===== src/rtl/sar_result_reader_if.sv =====
// Result stream between the SAR result reader and the digital back-end.
//   m_valid : result available at the FIFO head
//   m_ready : consumer accepts the head result this cycle
//   m_data  : head result (averaged SAR code)
//   m_tag   : wrapping sequence tag of the head result
// master = producer (sar_result_reader), slave = consumer.
interface sar_result_reader_if #(
  parameter int DATA_W = 10,
  parameter int TAG_W  = 4
);
  logic              m_valid;
  logic              m_ready;
  logic [DATA_W-1:0] m_data;
  logic [TAG_W-1:0]  m_tag;

  modport master (output m_valid, m_data, m_tag, input m_ready);
  modport slave  (input m_valid, m_data, m_tag, output m_ready);
endinterface


===== src/rtl/sar_result_reader.sv =====
// sar_result_reader
// Consumer side of the SAR conversion interface. A rising EOC captures the
// SAR code, 2^AVG_LOG2 codes are averaged (truncating), and each result is
// tagged and queued in a show-ahead FIFO that drains over a valid/ready stream.
// Ports:
//   clk, rst    : clock, asynchronous active-high reset
//   eoc         : end-of-conversion level from the SAR logic
//   d_in        : SAR code, sampled on the edge where eoc rises
//   clr_ovf     : synchronous clear of the sticky overflow flag
//   m           : result stream (master modport: m_valid/m_data/m_tag out, m_ready in)
//   ovf         : sticky, a result was dropped because the FIFO was full
//   fifo_level  : number of results currently held
module sar_result_reader #(
  parameter int DATA_W     = 10,
  parameter int FIFO_DEPTH = 4,
  parameter int AVG_LOG2   = 0,
  parameter int TAG_W      = 4
) (
  input  logic                          clk,
  input  logic                          rst,
  input  logic                          eoc,
  input  logic [DATA_W-1:0]             d_in,
  input  logic                          clr_ovf,
  sar_result_reader_if.master           m,
  output logic                          ovf,
  output logic [$clog2(FIFO_DEPTH):0]   fifo_level
);
  localparam int PTR_W = $clog2(FIFO_DEPTH);
  localparam int LVL_W = PTR_W + 1;
  localparam int ACC_W = DATA_W + AVG_LOG2;
  localparam int CNT_W = (AVG_LOG2 > 0) ? AVG_LOG2 : 1;
  localparam int ENT_W = DATA_W + TAG_W;
  localparam logic [CNT_W-1:0] CNT_MAX = CNT_W'((1 << AVG_LOG2) - 1);

  // Average of 2^AVG_LOG2 codes; fractional part is discarded.
  function automatic logic [DATA_W-1:0] avg_trunc(input logic [ACC_W-1:0] sum);
    logic [ACC_W-1:0] shifted;
    shifted   = sum >> AVG_LOG2;
    avg_trunc = shifted[DATA_W-1:0];
  endfunction

  // ---- Stage p0: EOC edge detect and accumulation ----
  logic              eoc_q;
  logic [ACC_W-1:0]  acc;
  logic [CNT_W-1:0]  cnt;
  logic              cap_p0;
  logic              final_p0;
  logic              push_p0;
  logic [ACC_W-1:0]  sum_p0;
  logic [DATA_W-1:0] res_p0;

  assign cap_p0   = eoc & ~eoc_q;
  assign final_p0 = (cnt == CNT_MAX);
  assign push_p0  = cap_p0 & final_p0;
  assign sum_p0   = acc + ACC_W'(d_in);
  assign res_p0   = avg_trunc(sum_p0);

  // eoc_q resets high so an EOC already high when reset releases is not
  // mistaken for a fresh conversion.
  always_ff @(posedge clk or posedge rst) begin
    if (rst) begin
      eoc_q <= 1'b1;
      acc   <= '0;
      cnt   <= '0;
    end else begin
      eoc_q <= eoc;
      if (cap_p0) begin
        if (final_p0) begin
          acc <= '0;
          cnt <= '0;
        end else begin
          acc <= sum_p0;
          cnt <= cnt + 1'b1;
        end
      end
    end
  end

  // ---- Stage p1: result FIFO ----
  logic [ENT_W-1:0] mem [FIFO_DEPTH];
  logic [PTR_W-1:0] wr_ptr;
  logic [PTR_W-1:0] rd_ptr;
  logic [LVL_W-1:0] level;
  logic [TAG_W-1:0] tag_cnt;
  logic             vld_p1;
  logic             full;
  logic             pop;
  logic             wr_en;
  logic             drop;

  assign vld_p1 = (level != '0);
  assign full   = (level == LVL_W'(FIFO_DEPTH));
  assign pop    = vld_p1 & m.m_ready;
  // A pop in the same cycle frees the slot, so a full FIFO still accepts.
  assign wr_en  = push_p0 & (~full | pop);
  assign drop   = push_p0 & full & ~pop;

  always_ff @(posedge clk) begin
    if (wr_en) mem[wr_ptr] <= {res_p0, tag_cnt};
  end

  always_ff @(posedge clk or posedge rst) begin
    if (rst) begin
      wr_ptr  <= '0;
      rd_ptr  <= '0;
      level   <= '0;
      tag_cnt <= '0;
      ovf     <= 1'b0;
    end else begin
      if (wr_en) wr_ptr <= wr_ptr + 1'b1;
      if (pop)   rd_ptr <= rd_ptr + 1'b1;
      level <= level + LVL_W'(wr_en) - LVL_W'(pop);
      // Tag advances even on a drop so the consumer can detect the loss.
      if (push_p0) tag_cnt <= tag_cnt + 1'b1;
      if (drop)         ovf <= 1'b1;
      else if (clr_ovf) ovf <= 1'b0;
    end
  end

  // ---- Stage p2: show-ahead output ----
  // Outputs are forced to zero when empty so the un-reset storage never
  // shows through, including immediately after reset.
  assign m.m_valid  = vld_p1;
  assign m.m_data   = vld_p1 ? mem[rd_ptr][ENT_W-1:TAG_W] : '0;
  assign m.m_tag    = vld_p1 ? mem[rd_ptr][TAG_W-1:0]     : '0;
  assign fifo_level = level;
endmodule

===== src/flat_wrapper.sv =====
// flat-port wrapper written by rule: the top's interface ports become plain ports
module sar_result_reader_flat 
#(
  parameter int DATA_W     = 10,
  parameter int FIFO_DEPTH = 4,
  parameter int AVG_LOG2   = 0,
  parameter int TAG_W      = 4
)
  (clk, rst, eoc, d_in, clr_ovf, ovf, fifo_level, m_m_valid, m_m_data, m_m_tag, m_m_ready);
  sar_result_reader_if #(.DATA_W(DATA_W), .TAG_W(TAG_W)) m_i ();
  input  logic clk;
  input  logic rst;
  input  logic eoc;
  input  logic [DATA_W-1:0] d_in;
  input  logic clr_ovf;
  output logic ovf;
  output logic [$clog2(FIFO_DEPTH):0] fifo_level;
  output wire logic [$bits(m_i.m_valid)-1:0] m_m_valid;
  output wire logic [$bits(m_i.m_data)-1:0] m_m_data;
  output wire logic [$bits(m_i.m_tag)-1:0] m_m_tag;
  input wire logic [$bits(m_i.m_ready)-1:0] m_m_ready;
  assign m_m_valid = m_i.m_valid;
  assign m_m_data = m_i.m_data;
  assign m_m_tag = m_i.m_tag;
  assign m_i.m_ready = m_m_ready;
  sar_result_reader #(.DATA_W(DATA_W), .FIFO_DEPTH(FIFO_DEPTH), .AVG_LOG2(AVG_LOG2), .TAG_W(TAG_W)) u_core (.clk(clk), .rst(rst), .eoc(eoc), .d_in(d_in), .clr_ovf(clr_ovf), .m(m_i), .ovf(ovf), .fifo_level(fifo_level));
endmodule

===== config.mk =====
export PLATFORM = sky130hd
export DESIGN_NAME = sar_result_reader_flat
export DESIGN_NICKNAME = d
export VERILOG_FILES = /design/src/rtl/sar_result_reader_if.sv /design/src/rtl/sar_result_reader.sv /design/src/flat_wrapper.sv
export SDC_FILE = /design/constraint.sdc
export NUM_CORES = 1
export LEC_CHECK = 0
export ABC_AREA = 1
export CELL_PAD_IN_SITES_DETAIL_PLACEMENT = 2
export CELL_PAD_IN_SITES_GLOBAL_PLACEMENT = 2
export CORE_MARGIN = 5
export CORE_UTILIZATION = 36
export CTS_CLUSTER_SIZE = 20
export DETAILED_ROUTE_END_ITERATION = 6
export PLACE_DENSITY_LB_ADDON = 0.1
export SLEW_MARGIN = 20
export SYNTH_ARGS = -nofsm -noshare
export SYNTH_HDL_FRONTEND = slang
export SYNTH_SLANG_ARGS = --single-unit

===== constraint.sdc =====
create_clock -name clk -period 1.9 [get_ports clk]
set_input_delay 0.38 -clock clk [delete_from_list [all_inputs] [get_ports clk]]
set_output_delay 0.38 -clock clk [all_outputs]
set_load 0.05 [all_outputs]

# Yosys cells after proc, flatten, opt, wreduce, memory -nomap -nowiden
# Memories as Yosys holds them, arrays and structs flattened.
# Cells that the tools add are included.
# totals
input_bits,15
word_cells,38
regBits,24
mem_count,1
out_inout_bits,19
ramBits,56
# mem_list
name,depth,width,read_ports,rd_ports_with_merged_regs,wr,line_no,rtl
u_core.mem,4,14,1,0,1,sar_result_reader.sv:80,logic [ENT_W-1:0] mem [FIFO_DEPTH];
# op_classes
eq_ne,1
add_sub_neg,7
mux,8
n_bitwise,11
reduce_logical,2
# ops
cell,n
$mux W10,2
$add A10 B10 Y10,1
$and A1 B1 Y1,6
$mux W1,5
$add A2 B1 Y2 const B,2
$add A4 B1 Y4 const B,1
$mux W4,1
$not A1 Y1,4
$add A3 B1 Y3,1
$eq A3 B3 Y1 const B,1
$reduce_bool A3 Y1,1
$sub A3 B1 Y3,1
$reduce_bool A2 Y1,1
$add A1 B1 Y1 const B,1
$or A1 B1 Y1,1

# Logic depth before layout (Yosys ltp)
# Gate-level depths: netlist (run 1).
# depth
ltp_word,6
depth_mapped,8
ltp_nobuf,8

# Worst setup path before layout (run 1)
# OpenSTA, ideal clock, no wires.
# synth_timing
kind,register to output
start,"reg u_core.level[1], in the netlist u_core.fifo_level[1]"
end,out m_m_data[0]
arrival_time_ns,2.197
n_path_buf,1
path_stages_with_launch,6
path_slack_ns,-0.677
required_ns,1.520
cell_sequence,dfrtp_1 > nor2_1 > nand2_2 > inv_1 > buf_4 > a21oi_1
# synth_via
elab_chain_cells,2
# synth_lines
element,line_no,rtl
start: declaration,sar_result_reader.sv:83,logic [LVL_W-1:0] level;
start signal: assignment,sar_result_reader.sv:112,level <= level + LVL_W'(wr_en) - LVL_W'(pop);
$reduce_bool A3 Y1,sar_result_reader.sv:91,assign vld_p1 = (level != '0);
via m_m_valid,flat_wrapper.sv:18,output wire logic [$bits(m_i.m_valid)-1:0] m_m_valid;
$mux W10,sar_result_reader.sv:124,assign m.m_data = vld_p1 ? mem[rd_ptr][ENT_W-1:TAG_W] : '0;
end: declaration,flat_wrapper.sv:19,output wire logic [$bits(m_i.m_data)-1:0] m_m_data;
# The timed path passes the listed nets, and every way through them passes these cells.

# Worst setup path in the final report (run 1)
# layout_timing
start,reg u_core.rd_ptr[0]
end,out m_m_tag[1]
# layout_via
elab_chain_cells,2
# layout_lines
element,line_no,rtl
start: declaration,sar_result_reader.sv:82,logic [PTR_W-1:0] rd_ptr;
start signal: assignment,sar_result_reader.sv:111,if (pop) rd_ptr <= rd_ptr + 1'b1;
$mem_v2 Z4 W14,-,
$mux W4,sar_result_reader.sv:125,assign m.m_tag = vld_p1 ? mem[rd_ptr][TAG_W-1:0] : '0;
end: declaration,flat_wrapper.sv:20,output wire logic [$bits(m_i.m_tag)-1:0] m_m_tag;
# No other way between the ends.

==> flow_summary.ini, run 1 <==
[place]
io_buffer_count = 33
dp_slack_ns = -0.2337
gp_congestion = 0.7353
placedCellCount = 452
dp_hpwl_um = 6473
placed_area_um2 = 3924

[outcome]
status = complete, but fails checks
violations = setup timing

[worst_setup_path]
crit_fanout = 9
crit_type = reg -> out
crit_arrival_ns = 1.60
start_kind = register
reg2regPathDepth = 9
cp.required_ns = 1.52
endpoint_kind = output pin

[run]
drv_cap = 0

[sta]
max_freq_mhz = 505.9
slew_headroom = 0.6361
slew_viol_final = 0
rsz0062_at_grt = true
setup_tns_ns = -0.5682
post-route-period-util = 1.040
finalHoldViolCount = 0
setup_slack_ns = -0.07669
skew_ns = 0.01998
worst_slew_pin_slew_ns = 0.5452
setup_viol = 13
layout_min_cycle_time_ns = 1.977

[detailed_routing]
drt_pre_antenna_iters = 4
route.detailed.drc = 0
wl_um = 10770
routedWlPerCell_um = 22.58
vias_per_cell = 4.872
num_vias = 2324
antenna_left = 0
drt_iter0_drc = 100

[synth]
synth_compound_area_frac = 0.02936
syn_avg_cell_area_um2 = 10.13
synthMuxAreaShare = 0
yosys_warnings = 0
yosys-top-cells-area = edfxtp_1 (55%), dfrtp_1 (9.8%), inv_1 (9.4%), nand2_1 (9.1%), nand3_1 (5.5%)
synth_fp_nets = 325
synth-simple-area-share = 0.1595
synth_edf_count = 56
synth.top_cell.area_share = 0.5481
synth_xor_area_frac = 0.01142
synth_top_area_cell = edfxtp_1
seq_area_frac_synth = 0.6546
synthAdderAreaFrac = 0.03100
synth_top_flop_cell = edfxtp_1
synth_top_family_by_area = simple AND/OR/NAND/NOR gates
synth_area_um2 = 3068
synth-seq-cells = 69
synth_cells = 303
synth.distinct_cells = 21
ys_async_sr_fraction = 0.1884

[die]
die-area_um2 = 10470
die_h_um = 102.3
core_area_um2 = 8258
start_util = 0.3715
die_x_um = 102.3
top_level_ports = 34
std_cell_rows = 33

[cells_and_area]
multiInputGateArea_um2 = 994.7
final.fill_count = 809
num_antenna_cells = 0
num-nets-final = 389
final_cell_area_um2 = 4461
drive_gt1_frac = 0.3172
final-seq-area_um2 = 2013
final_cells = 477
area_growth_pct = 45.39

[global_routing]
grt_pass1_vias = 2702
grt_antenna_before_repair = 0
grt_max_degree = 21
track_usage = 0.2271
grt-ovfl-total = 0
grt_pass1_wl_um = 16690

[worst_hold_path]
hold_class = in -> async

[clock_network]
cts_root_buf = clkbuf_8
cts_sinks = 69
hold_buffers = 0
worstSkewPairLatency_ns = 0.37
cts_tree = done
clk_pin_slew_worst_paths_ns = 0.08
htree_levels = 3
clk_path_buf_depth = 2
numCtsBuffers = 9

[power_and_ir_drop]
max-vdd-ir-drop_mv = 0.7580
p_per_area_nw_per_um2 = 1923
power_mw = 8.576
leakagePower_nw = 1.990
==> where the power goes <==
| part | switching (mW) | internal [mW] | leakage, nW |
|---|---|---|---|
| clock | 0.663 | 0.752 | 0.107 |
| combinational | 2.85 | 2.11 | 1.22 |
| sequential | 0.256 | 1.94 | 0.662 |
==> critical path: stages (launching register included) <==
cell	delay, ns
dfrtp_2	0.46
inv_6	0.08
clkbuf_16	0.17
nand2_2	0.07
nand3_2	0.09
a21oi_2	0.20
buf_12	0.16
==> registers in the layout, summed over array words and instances, names as in the netlist <==
register           cells
u_core.fifo_level      3
u_core.rd_ptr          2
u_core.mem            56
u_core.eoc_q           1
u_core.tag_cnt         4
u_core.ovf             1
u_core.wr_ptr          2
==> final cells by class <==
cell class / count / share of cell area
clock inverters: 6 / 0.02104
clock buffers: 10 / 0.02861
inverters: 78 / 0.06788
flip-flops and latches: 69 / 0.4513
repair buffers: 63 / 0.1787
multi-input cells: 146 / 0.2230
well taps: 105 / 0.02945
==> logic make-up after synthesis <==
group	count (synthesis)
AOI/OAI and AO/OA	18
xor gates and xnor gates	4
adders and majority gates	7
buffers and inverters	88
DFF	69
and+or+nand+nor	117
==> placed cells by master (no fill, tap or decap), drive strengths merged <==
| cell | instances |
|---|---|
| nand3 | 34 |
| clkdlybuf4s50 | 14 |
| clkinv | 1 |
| buf | 46 |
| dfrtp | 12 |
| bufinv | 2 |
| o21ai | 4 |
| xor2 | 2 |
| ha | 6 |
| edfxtp | 56 |
| nand4 | 1 |
| fa | 1 |
| xnor2 | 2 |
| a21oi | 14 |
| dfstp | 1 |
| clkinvlp | 1 |
| nor2 | 7 |
| nand2 | 75 |
| clkbuf | 12 |
| dlygate4sd2 | 1 |
| inv | 80 |
==> per-stage QoR <==
step	utilization	hold WS (ns)
floorplan	-	0.2560
global placement	0.4752	0.5206
detailed placement	0.4752	0.5226
CTS	0.5255	0.3670
global route	0.5402	0.3795
finish	0.5402	0.3537
==> path summary, 6_finish.rpt <==
path	startpoint	slack [ns]	end
min in group clk	eoc	0.45	u_core.eoc_q
worst max-delay path	u_core.rd_ptr[0]	-0.08	m_m_tag[1]
max in group asynchronous	rst	1.14	u_core.fifo_level[1]
worst min-delay path	rst	0.35	u_core.tag_cnt[0]
worst max register to register	u_core.fifo_level[1]	0.14	u_core.fifo_level[1]
worst min register to register	u_core.ovf	0.54	u_core.ovf
==> what timing repair did <==
| item | in CTS | in global routing |
|---|---|---|
| endpoints found under the setup margin | 15 | 14 |
| setup buffers | 5 | 1 |
| pin swaps | 9 | 6 |
| gates cloned | 1 | 2 |
| resized for setup | 33 | 16 |
==> layer usage <==
| layer | track usage | vias up | wire length [µm] |
|---|---|---|---|
| li1 | - | 1071 | - |
| met2 | 0.3873 | 53 | 5489 |
| met5 | 0 | - | 0 |
| met3 | 0.05188 | 13 | 391 |
| met1 | 0.2802 | 1187 | 4678 |
| met4 | 0.08779 | 0 | 211 |
==> Yosys cell counts, types with 3 or more instances <==
master and instances:
inv_1 77, nand2_1 74, edfxtp_1 56, nand3_1 34
a21oi_1 14, dfrtp_1 12, ha_1 6, nor2_1 6
buf_2 4, o21ai_0 4, clkbuf_1 3
Note: power is estimated with default switching activity, not from simulation.
==> run 2, diff against run 1 <==
- RECOVER_POWER: not set -> 25
- SLEW_MARGIN: 20 -> not set
==> flow_summary.ini, run 2 (synthesis gave the netlist of run 1 again) <==
[outcome]
status = complete, but fails checks
violations = setup timing

[sta]
worst_slew_pin_slew_ns = 0.5447
slew_headroom = 0.6365
max_freq_mhz = 506.1
rsz0062_at_grt = true
layout_min_cycle_time_ns = 1.976
holdWs_ns = 0.4926
setup_slack_ns = -0.07580
skew_ns = 0.02049
slew_viol_final = 0
setup_tns_ns = -0.5617
post-route-period-util = 1.040
finalHoldViolCount = 0
setup_viol = 13

[cells_and_area]
final_common_cell = inv_1
num_antenna_cells = 0
final_cells = 477
multiInputGateArea_um2 = 994.7
largest_reg_flops = 56
fin_util = 0.5402
final-seq-area_um2 = 2013
area_growth_pct = 45.39
layout_common_cells = inv_1 (75), nand2_1 (66), edfxtp_1 (56)
final_cell_area_um2 = 4461
drive_gt1_frac = 0.3172
final.fill_count = 809
top_register = u_core.mem
num-nets-final = 389

[worst_setup_path]
crit_type = reg -> out
crit_arrival_ns = 1.60
cp.required_ns = 1.52
start_kind = register
endpoint_kind = output pin
crit_fanout = 9

[place]
gp_congestion = 0.7353
dp_hpwl_um = 6473
io_buffer_count = 33
dp_slack_ns = -0.2337
placedCellCount = 452
placed_area_um2 = 3924

[die]
die_h_um = 102.3
die_x_um = 102.3
die-area_um2 = 10470
core_area_um2 = 8258
start_util = 0.3715
std_cell_rows = 33
top_level_ports = 34

[power_and_ir_drop]
leakagePower_nw = 1.992
p_int_mw = 4.805
seq_power_share = 0.257
power_mw = 8.572
power_frac_clock = 0.165
p_switching_mw = 3.767
switching_share = 0.4395
combPwrFrac = 0.579
p_per_area_nw_per_um2 = 1922
max-vdd-ir-drop_mv = 0.7576

[clock_network]
cts_tree = done
numCtsBuffers = 9
clk_path_buf_depth = 2
clk_pin_slew_worst_paths_ns = 0.08
worstSkewPairLatency_ns = 0.37
cts_root_buf = clkbuf_8
cts_sinks = 69
htree_levels = 3

[detailed_routing]
wl_um = 10790
routedWlPerCell_um = 22.62
antenna_left = 0
drt_pre_antenna_iters = 4
num_vias = 2325
drt_iter0_drc = 108
route.detailed.drc = 0
vias_per_cell = 4.874

[global_routing]
track_usage = 0.2271
grt_max_degree = 21
grt_pass1_wl_um = 16690
grt_pass1_vias = 2702
grt_antenna_before_repair = 0
grt-ovfl-total = 0

[run]
drv_cap = 0

[worst_hold_path]
hold_class = in -> async
==> run 2: layout make-up <==
cell class / instances / share of cell area
flip-flops and latches: 69 / 0.4513
multi-input cells: 146 / 0.2230
repair buffers: 63 / 0.1787
inverters: 78 / 0.06788
well taps: 105 / 0.02945
clock buffers: 10 / 0.02861
clock inverters: 6 / 0.02104
==> run 2: metal layers <==
layer  global-route usage  up-vias  wire (µm)
li1                     -     1072          -
met1               0.2802     1200       4770
met2               0.3873       41       5500
met3              0.05188       12        307
met4              0.08779        0        209
met5                    0        -          0
==> run 2: timing repair <==
item | in CTS | in global routing
pin swaps | 9 | 6
hold buffers | 0 | 0
buffers inserted | 5 | 1
setup endpoints to repair | 15 | 14
cloned | 1 | 2
endpoints found under the hold margin | 0 | 0
resized for setup | 33 | 16
==> run 2: path summary, 6_finish.rpt <==
kind | from | endpoint | slack, ns | cells past startpoint
min | rst | u_core.tag_cnt[0] | 0.49 | 2
max reg2reg | u_core.fifo_level[1] | u_core.fifo_level[1] | 0.14 | 9
min in group clk | u_core.ovf | u_core.ovf | 0.54 | 2
min reg2reg | u_core.ovf | u_core.ovf | 0.54 | 2
max in group asynchronous | rst | u_core.fifo_level[1] | 1.01 | 2
max | u_core.rd_ptr[0] | m_m_tag[1] | -0.08 | 6
==> run 2: power by group through the flow <==
stage               clock network (mW)  registers, mW  logic [mW]
finish                            1.41           2.20        4.96
global route                      1.52           2.23        5.23
CTS                               1.39           2.16        4.71
detailed placement                   0           2.20        4.31
global placement                     0           2.17        4.17
floorplan                            0           2.23        2.36
==> run 2: worst max-delay path: stages (launching register included) <==
cell and delay (ns):
dfrtp_2 0.46, inv_6 0.08, clkbuf_16 0.17, nand2_2 0.07, nand3_2 0.09, a21oi_2 0.20, buf_12 0.16
==> run 3, diff against run 2 <==
- CTS_CLUSTER_DIAMETER: not set -> 120
==> results of run 3 <==
Same layout as run 2: the final DEF is identical, and so are final timing and power.
